## src/rtl/cpu_seq_ctrl_if.sv

```systemverilog
// Sequencer-to-datapath bundle: IR opcode/flags and debug controls in,
// phase, strobes, stall and retired-instruction count out.
interface cpu_seq_ctrl_if #(
    parameter int CNT_WIDTH = 16
);
    logic [2:0]           opcode;
    logic                 zero;
    logic                 resume;
    logic                 step_en;
    logic                 step;
    logic [2:0]           phase;
    logic                 mem_rd;
    logic                 load_ir;
    logic                 inc_pc;
    logic                 load_ac;
    logic                 load_pc;
    logic                 mem_wr;
    logic                 halt;
    logic                 stalled;
    logic [CNT_WIDTH-1:0] instr_cnt;

    modport master (
        output opcode, zero, resume, step_en, step,
        input  phase, mem_rd, load_ir, inc_pc, load_ac, load_pc, mem_wr,
               halt, stalled, instr_cnt
    );

    modport slave (
        input  opcode, zero, resume, step_en, step,
        output phase, mem_rd, load_ir, inc_pc, load_ac, load_pc, mem_wr,
               halt, stalled, instr_cnt
    );
endinterface

```

## src/rtl/cpu_seq_ctrl.sv

```systemverilog
// 8-phase fetch/execute sequencer for the accumulator CPU with halt/resume,
// single-step debug and a retired-instruction counter.
module cpu_seq_ctrl #(
    parameter int CNT_WIDTH = 16
) (
    input  logic          clk,
    input  logic          rst_n,
    cpu_seq_ctrl_if.slave bus
);
    typedef enum logic [2:0] {
        INST_ADDR  = 3'd0,
        INST_FETCH = 3'd1,
        INST_LOAD  = 3'd2,
        IDLE       = 3'd3,
        OP_ADDR    = 3'd4,
        OP_FETCH   = 3'd5,
        ALU_OP     = 3'd6,
        STORE      = 3'd7
    } phase_t;

    typedef enum logic [2:0] {
        OP_HLT = 3'b000,
        OP_SKZ = 3'b001,
        OP_ADD = 3'b010,
        OP_AND = 3'b011,
        OP_XOR = 3'b100,
        OP_LDA = 3'b101,
        OP_STO = 3'b110,
        OP_JMP = 3'b111
    } opcode_t;

    phase_t               phase_q, phase_d;
    logic                 halted_q, halted_d;
    logic                 step_wait_q, step_wait_d;
    logic                 boot_q;
    logic [CNT_WIDTH-1:0] cnt_q, cnt_d;

    opcode_t op;
    logic    aluop;
    logic    waiting;
    logic    mem_rd, load_ir, inc_pc, load_ac, load_pc, mem_wr, halt;

    assign op    = opcode_t'(bus.opcode);
    assign aluop = (op == OP_ADD) || (op == OP_AND) || (op == OP_XOR) || (op == OP_LDA);

    // The first phase 0 after reset behaves as if a 7->0 transition just happened.
    assign waiting = step_wait_q || (boot_q && rst_n && bus.step_en && (phase_q == INST_ADDR));

    always_ff @(posedge clk or negedge rst_n) begin
        if (!rst_n) begin
            phase_q     <= INST_ADDR;
            halted_q    <= 1'b0;
            step_wait_q <= 1'b0;
            boot_q      <= 1'b1;
            cnt_q       <= '0;
        end else begin
            // NOTE: non-blocking assignments so every register samples pre-edge values.
            phase_q     <= phase_d;
            halted_q    <= halted_d;
            step_wait_q <= step_wait_d;
            boot_q      <= 1'b0;
            cnt_q       <= cnt_d;
        end
    end

    always_comb begin
        // NOTE: every output gets a default first so no path infers a latch.
        phase_d     = phase_q;
        halted_d    = halted_q;
        step_wait_d = step_wait_q;
        cnt_d       = cnt_q;
        mem_rd      = 1'b0;
        load_ir     = 1'b0;
        inc_pc      = 1'b0;
        load_ac     = 1'b0;
        load_pc     = 1'b0;
        mem_wr      = 1'b0;
        halt        = 1'b0;

        if (halted_q) begin
            if (bus.resume) begin
                halted_d = 1'b0;
                phase_d  = OP_FETCH;
            end
        end else if (waiting) begin
            if (bus.step || !bus.step_en) begin
                step_wait_d = 1'b0;
                phase_d     = INST_FETCH;
            end else begin
                step_wait_d = 1'b1;
            end
        end else if (phase_q == OP_ADDR && op == OP_HLT) begin
            halted_d = 1'b1;
        end else begin
            phase_d = phase_t'(phase_q + 3'd1);
            if (phase_q == STORE) begin
                cnt_d       = cnt_q + CNT_WIDTH'(1);
                step_wait_d = bus.step_en;
            end
        end

        if (halted_q) begin
            halt = 1'b1;
        end else begin
            case (phase_q)
                INST_FETCH: mem_rd = 1'b1;
                INST_LOAD, IDLE: begin
                    mem_rd  = 1'b1;
                    load_ir = 1'b1;
                end
                OP_ADDR: begin
                    inc_pc = 1'b1;
                    halt   = (op == OP_HLT);
                end
                OP_FETCH: mem_rd = aluop;
                ALU_OP: begin
                    mem_rd  = aluop;
                    inc_pc  = (op == OP_SKZ) && bus.zero;
                    load_pc = (op == OP_JMP);
                end
                STORE: begin
                    mem_rd  = aluop;
                    load_ac = aluop;
                    inc_pc  = (op == OP_JMP);
                    load_pc = (op == OP_JMP);
                    mem_wr  = (op == OP_STO);
                end
                default: ;
            endcase
        end
    end

    assign bus.phase     = phase_q;
    assign bus.mem_rd    = mem_rd;
    assign bus.load_ir   = load_ir;
    assign bus.inc_pc    = inc_pc;
    assign bus.load_ac   = load_ac;
    assign bus.load_pc   = load_pc;
    assign bus.mem_wr    = mem_wr;
    assign bus.halt      = halt;
    assign bus.stalled   = halted_q || waiting;
    assign bus.instr_cnt = cnt_q;
endmodule

```

## src/flat_wrapper.sv

```systemverilog
// flat-port wrapper written by rule: the top's interface ports become plain ports
module cpu_seq_ctrl_flat 
#(
    parameter int CNT_WIDTH = 16
)
  (clk, rst_n, bus_opcode, bus_zero, bus_resume, bus_step_en, bus_step, bus_phase, bus_mem_rd, bus_load_ir, bus_inc_pc, bus_load_ac, bus_load_pc, bus_mem_wr, bus_halt, bus_stalled, bus_instr_cnt);
  cpu_seq_ctrl_if #(.CNT_WIDTH(CNT_WIDTH)) bus_i ();
  input  logic clk;
  input  logic rst_n;
  input wire logic [$bits(bus_i.opcode)-1:0] bus_opcode;
  input wire logic [$bits(bus_i.zero)-1:0] bus_zero;
  input wire logic [$bits(bus_i.resume)-1:0] bus_resume;
  input wire logic [$bits(bus_i.step_en)-1:0] bus_step_en;
  input wire logic [$bits(bus_i.step)-1:0] bus_step;
  output wire logic [$bits(bus_i.phase)-1:0] bus_phase;
  output wire logic [$bits(bus_i.mem_rd)-1:0] bus_mem_rd;
  output wire logic [$bits(bus_i.load_ir)-1:0] bus_load_ir;
  output wire logic [$bits(bus_i.inc_pc)-1:0] bus_inc_pc;
  output wire logic [$bits(bus_i.load_ac)-1:0] bus_load_ac;
  output wire logic [$bits(bus_i.load_pc)-1:0] bus_load_pc;
  output wire logic [$bits(bus_i.mem_wr)-1:0] bus_mem_wr;
  output wire logic [$bits(bus_i.halt)-1:0] bus_halt;
  output wire logic [$bits(bus_i.stalled)-1:0] bus_stalled;
  output wire logic [$bits(bus_i.instr_cnt)-1:0] bus_instr_cnt;
  assign bus_i.opcode = bus_opcode;
  assign bus_i.zero = bus_zero;
  assign bus_i.resume = bus_resume;
  assign bus_i.step_en = bus_step_en;
  assign bus_i.step = bus_step;
  assign bus_phase = bus_i.phase;
  assign bus_mem_rd = bus_i.mem_rd;
  assign bus_load_ir = bus_i.load_ir;
  assign bus_inc_pc = bus_i.inc_pc;
  assign bus_load_ac = bus_i.load_ac;
  assign bus_load_pc = bus_i.load_pc;
  assign bus_mem_wr = bus_i.mem_wr;
  assign bus_halt = bus_i.halt;
  assign bus_stalled = bus_i.stalled;
  assign bus_instr_cnt = bus_i.instr_cnt;
  cpu_seq_ctrl #(.CNT_WIDTH(CNT_WIDTH)) u_core (.clk(clk), .rst_n(rst_n), .bus(bus_i));
endmodule
```

## config.mk

```make
export PLATFORM = sky130hd
export DESIGN_NAME = cpu_seq_ctrl_flat
export DESIGN_NICKNAME = d
export VERILOG_FILES = /design/src/rtl/cpu_seq_ctrl_if.sv /design/src/rtl/cpu_seq_ctrl.sv /design/src/flat_wrapper.sv
export SDC_FILE = /design/constraint.sdc
export NUM_CORES = 1
export LEC_CHECK = 0
export CORE_MARGIN = 2
export CORE_UTILIZATION = 40
export CTS_CLUSTER_DIAMETER = 200
export DETAILED_ROUTE_END_ITERATION = 7
export DONT_BUFFER_PORTS = 1
export PLACE_DENSITY = 0.56
export SLEW_MARGIN = 15
export SYNTH_ARGS = -nofsm -noshare
export SYNTH_HDL_FRONTEND = slang
export SYNTH_SLANG_ARGS = --single-unit
```

## constraint.sdc

```tcl
create_clock -name clk -period 3.14 [get_ports clk]
set_input_delay 0.471 -clock clk [delete_from_list [all_inputs] [get_ports clk]]
set_output_delay 0.471 -clock clk [all_outputs]
set_load 0.01 [all_outputs]
```

======== After elaboration in Yosys (flattened, before gate mapping) ========
Index checks and enable logic that the tools add are counted.
cells by class
  $add $sub $neg .......................... 2
  equal/unequal tests ..................... 18
  muxes and demuxes ....................... 27
  bitwise logic cells ..................... 3
  reductions and logical operators ........ 22
operators by type and width
  operator               count
  $eq 3x3->1 const B     8
  $mux 1                 20
  $add 16x1->16 const B  1
  $mux 3                 5
  $eq 3x2->1 const B     4
  $eq 3x1->1 const B     2
  $logic_not 3->1        2
  $logic_or 1x1->1       6
  $reduce_and 3->1       2
  $reduce_or 3->1        2
  $logic_and 1x1->1      5
  $reduce_and 4->1       1
  $reduce_or 2->1        2
  $add 3x1->3 const B    1
  $ne 3x1->1 const B     1
  $ne 3x2->1 const B     1
  $not 1->1              3
  $pmux 1 s3             1
  $ne 2x1->1 const B     1
  $ne 2x2->1 const B     1
  $pmux 1 s2             1
  $reduce_bool 2->1      1
  $logic_not 1->1        1
storage, ports and cells
  flip-flop bits (word level) ............. 22
  output and inout bits ................... 27
  logic and storage cells ................. 77

======== Logic depth before layout (Yosys ltp) ========
  depth after elaboration ................. 6
  gate-level depth with buffers ........... 8
  mapped depth without buffers ............ 7

======== Worst setup path after synthesis ========
Ideal clock, no wire load.
  path kind ............................... register to register
  start point ............................. reg u_core.phase_q[0] (netlist: u_core.bus.phase[0])
  end point ............................... reg u_core.cnt_q[6] (netlist: u_core.bus.instr_cnt[6])
  arrival ................................. 1821 ps
  setup slack ............................. 1193 ps
  stages on the path, launching flop included .. 8
  buffers on the path ..................... 0
  clock period less this slack ............ 1947 ps
  cells stage by stage .................... dfrtp_1 inv_1 ha_1 and4b_4 a21o_4 nor4_4 nand4_1 xnor2_1
on the way
  longest elaborated chain between the ends .. 5
  elaborated cells between the ends (all ways) .. 9
  those cells by class .................... 2 x eq/ne; 2 x bitwise; 5 x reduce/logical
ends and longest elaborated chain
  element                         RTL line            text
  from (decl)                     cpu_seq_ctrl.sv:32  phase_t phase_q, phase_d;
  from (signal assigned)          cpu_seq_ctrl.sv:58  phase_q <= phase_d;
  $logic_not 3->1                 cpu_seq_ctrl.sv:47  assign waiting = step_wait_q || (boot_q && rst_n && bus.step_en && (phase_q == INST_ADDR));
  $logic_and 1x1->1               cpu_seq_ctrl.sv:47
  $logic_or 1x1->1                cpu_seq_ctrl.sv:47
  $not 1->1 (no line)             --
  $reduce_and 4->1 (no line) (*)  --
  to (signal assigned)            cpu_seq_ctrl.sv:62  cnt_q <= cnt_d;
  to (decl)                       cpu_seq_ctrl.sv:36  logic [CNT_WIDTH-1:0] cnt_q, cnt_d;
Every way passes the cells marked *; elsewhere a longest branch is shown, timed or not.
A chain may end at the register's enable or synchronous reset.

======== Worst setup path in the final report ========
  start point ............................. reg u_core.phase_q[0] (netlist: u_core.bus.phase[0])
  end point ............................... out bus_halt
on the way
  longest elaborated chain between the ends .. 3
ends and longest elaborated chain
  element     RTL line             text
  $eq 3x3->1  cpu_seq_ctrl.sv:105  case (phase_q)
  $mux 1      cpu_seq_ctrl.sv:105
  $mux 1      cpu_seq_ctrl.sv:102  if (halted_q) begin
  to (decl)   flat_wrapper.sv:22   output wire logic [$bits(bus_i.halt)-1:0] bus_halt;
Every way passes these cells.

==> flow_summary.json <==
{
  "drt_iter0_markers": 88,
  "grt_usage": 0.1542,
  "relSlewSlack": 0.3087,
  "avgSynthCellArea_um2": 10.16,
  "io_pins": 36,
  "r2r_start": "u_core.bus.phase[0]",
  "antenna_found_initial": 0,
  "crit_path_end_kind": "output port",
  "final_cells": 170,
  "cts_setup_buffers": 0,
  "mostFrequentLayoutCells": "dfrtp_1 (21), xnor2_1 (15), nand2_1 (12)",
  "ys_warn_count": 0,
  "startpoint": "u_core.bus.phase[0]",
  "portBuffers": 0,
  "seq_area_frac_synth": 0.4379,
  "dieHeight_um": 60.13,
  "critical-path-max-stage-delay_ps": 550,
  "routed_wl_mm": 2.528,
  "area_delta_synth_final_pct": 8.342,
  "dp_hpwl_mm": 1.872,
  "setup_tns_ps": 0,
  "whs_ps": 294.3,
  "power.leakage_nw": 0.5701,
  "multiInputGateArea_um2": 673.1,
  "final_common_cell": "dfrtp_1",
  "placedCellCount": 165,
  "cts_made_buffers": 3,
  "grt_pass1_wl_mm": 4.057,
  "clkTransAtPathRegs_ps": 140,
  "die_w_um": 60.13,
  "insertedDiodeCount": 0,
  "overflow": 0,
  "synthesis.nets": 140,
  "finalCritPeriodShare": 0.7821,
  "vias_per_cell": 5.306,
  "fill_cells": 289,
  "finalPower_mw": 1.017,
  "grt_pass1_vias": 875,
  "rows": 20,
  "worstSetupStartpointType": "flop",
  "synth-seq-cells": 22,
  "synthArstFlopShare": 1.000,
  "period_minus_slack_ps": 2456,
  "fmax_ghz": 0.4072,
  "gp_congestion": 0.7425,
  "crit_required_ps": 2670,
  "drv_slew": 0,
  "crit_chain": "inv_1 -> ha_1 -> nand2_1 -> or4_1 -> nand2b_1",
  "grt_max_degree": 23,
  "clk_latency_ps": 320,
  "synth_area_um2": 1260,
  "wl_per_cell_um": 14.87,
  "ir_drop_mv": 0.4331,
  "cp.arrival_ps": 1980,
  "synth_edf_count": 0,
  "cp_top_family": "simple AND/OR/NAND/NOR gates",
  "hold_viol": 0,
  "layout.nets": 143,
  "cts_num_sinks": 22,
  "ant_nets": 0,
  "rsz0062_at_grt": "no",
  "dp_slack_ps": 929.5,
  "endpoint": "bus_halt",
  "cts.htree.levels": 1,
  "critPathMaxFanout": 6,
  "path_buf_inv": 1,
  "ys_types": 36,
  "clock-root-buffer": "clkbuf_4",
  "placed_cell_area_um2": 1303,
  "hold_class": "in -> reg",
  "clk_path_buf_depth": 2,
  "finalClockSkew_ps": 20.00,
  "final_area_um2": 1365,
  "final_util": 0.4508,
  "dieArea_um2": 3615,
  "drc": 0,
  "crit_slowest_cell": "or4_1",
  "hold_path_depth": 2,
  "hold_start": "bus_step_en",
  "r2r-end": "u_core.bus.instr_cnt[15]",
  "vias": 902,
  "layout_setup_ws_ps": 684.2,
  "worstMarginPinSlew_ps": 1034,
  "regToRegSetupSlack_ps": 960,
  "worstSetupPathDepth": 5,
  "seq_area_um2": 551.8,
  "status": "finished clean",
  "start_util": 0.4161,
  "synthCells": 124,
  "reg2regPathDepth": 7,
  "core_um2": 3028,
  "power.density_nw_per_um2": 745.2,
  "setup_violations": 0,
  "drive_gt1_frac": 0.1111,
  "synth_ff_type": "dfrtp_1",
  "crit_type": "reg -> out",
  "drv_cap": 0,
  "cts_tree": "done",
  "drtPass1Iterations": 4
}
-- state kept, by name, summed over array words and instances (netlist names) --
signal,count
u_core.step_wait_q,1
u_core.bus.instr_cnt,16
u_core.halted_q,1
u_core.bus.phase,3
u_core.boot_q,1
-- power by group --
group	internal, mW	switching [mW]
registers	0.341	0.117
logic	0.144	0.194
clock network	0.129	0.0921
total	0.615	0.402
-- what timing repair did --
item,4_1_cts,5_1_grt
endpoints found under the setup margin,0,0
gates resized for setup,0,0
hold buffers,1,0
endpoints found under the hold margin,22,0
-- Yosys cell counts, types with 2 or more instances --
| master | count | area [µm²] |
|---|---|---|
| a21oi_1 | 5 | 25.02 |
| clkbuf_1 | 2 | 7.510 |
| dfrtp_1 | 21 | 525.5 |
| ha_1 | 7 | 87.58 |
| inv_1 | 6 | 22.52 |
| nand2_1 | 12 | 45.04 |
| nand2b_1 | 4 | 25.02 |
| nand3_1 | 7 | 35.03 |
| nand4_1 | 6 | 37.54 |
| nor2_1 | 6 | 22.52 |
| nor3_1 | 5 | 25.02 |
| nor3_2 | 2 | 20.02 |
| nor4b_1 | 2 | 17.52 |
| o21ai_0 | 2 | 10.01 |
| o31ai_1 | 2 | 15.01 |
| xnor2_1 | 15 | 131.4 |
-- worst min path at each step --
stage,endpoint,slack (ps)
global route,u_core.bus.phase[2],280
finish,u_core.step_wait_q,290
floorplan,u_core.bus.instr_cnt[0],180
global placement,u_core.bus.instr_cnt[1],180
detailed placement,u_core.bus.instr_cnt[0],180
CTS,u_core.step_wait_q,290
-- worst reg2reg max path, stage by stage, from the launching register on --
cell and delay [ps]:
dfrtp_1 490, inv_1 120, ha_1 250, and4b_4 210, a21o_4 240, nor3_2 440, nand3_1 160, xnor2_1 160
-- per-layer routing --
metal	GRT usage	up-vias	wire length (µm)
met5	0	-	0
met2	0.2360	17	1164
met3	0.05411	4	140
met1	0.2029	439	1200
li1	-	442	-
met4	0.04762	0	23
-- layout make-up --
| class | instances | area share |
|---|---|---|
| Sequential cell | 22 | 0.4042 |
| Clock inverter | 1 | 0.02200 |
| Tap cell | 44 | 0.04033 |
| Timing Repair Buffer | 1 | 0.007333 |
| Inverter | 6 | 0.01650 |
| Multi-Input combinational cell | 93 | 0.4931 |
| Clock buffer | 3 | 0.01650 |
-- cells by family after synthesis --
| kind of cell | Yosys count | share of synthesized area |
|---|---|---|
| DFF | 22 | 0.4379 |
| other | 1 | 0.002976 |
| xor gates and xnor gates | 16 | 0.1112 |
| buffers and inverters | 9 | 0.02780 |
| muxes | 2 | 0.01688 |
| and+or+nand+nor | 51 | 0.2433 |
| adders and majority gates | 7 | 0.06951 |
| AOI/OAI and AO/OA | 16 | 0.09037 |
Power figures use the tool's default switching activity.
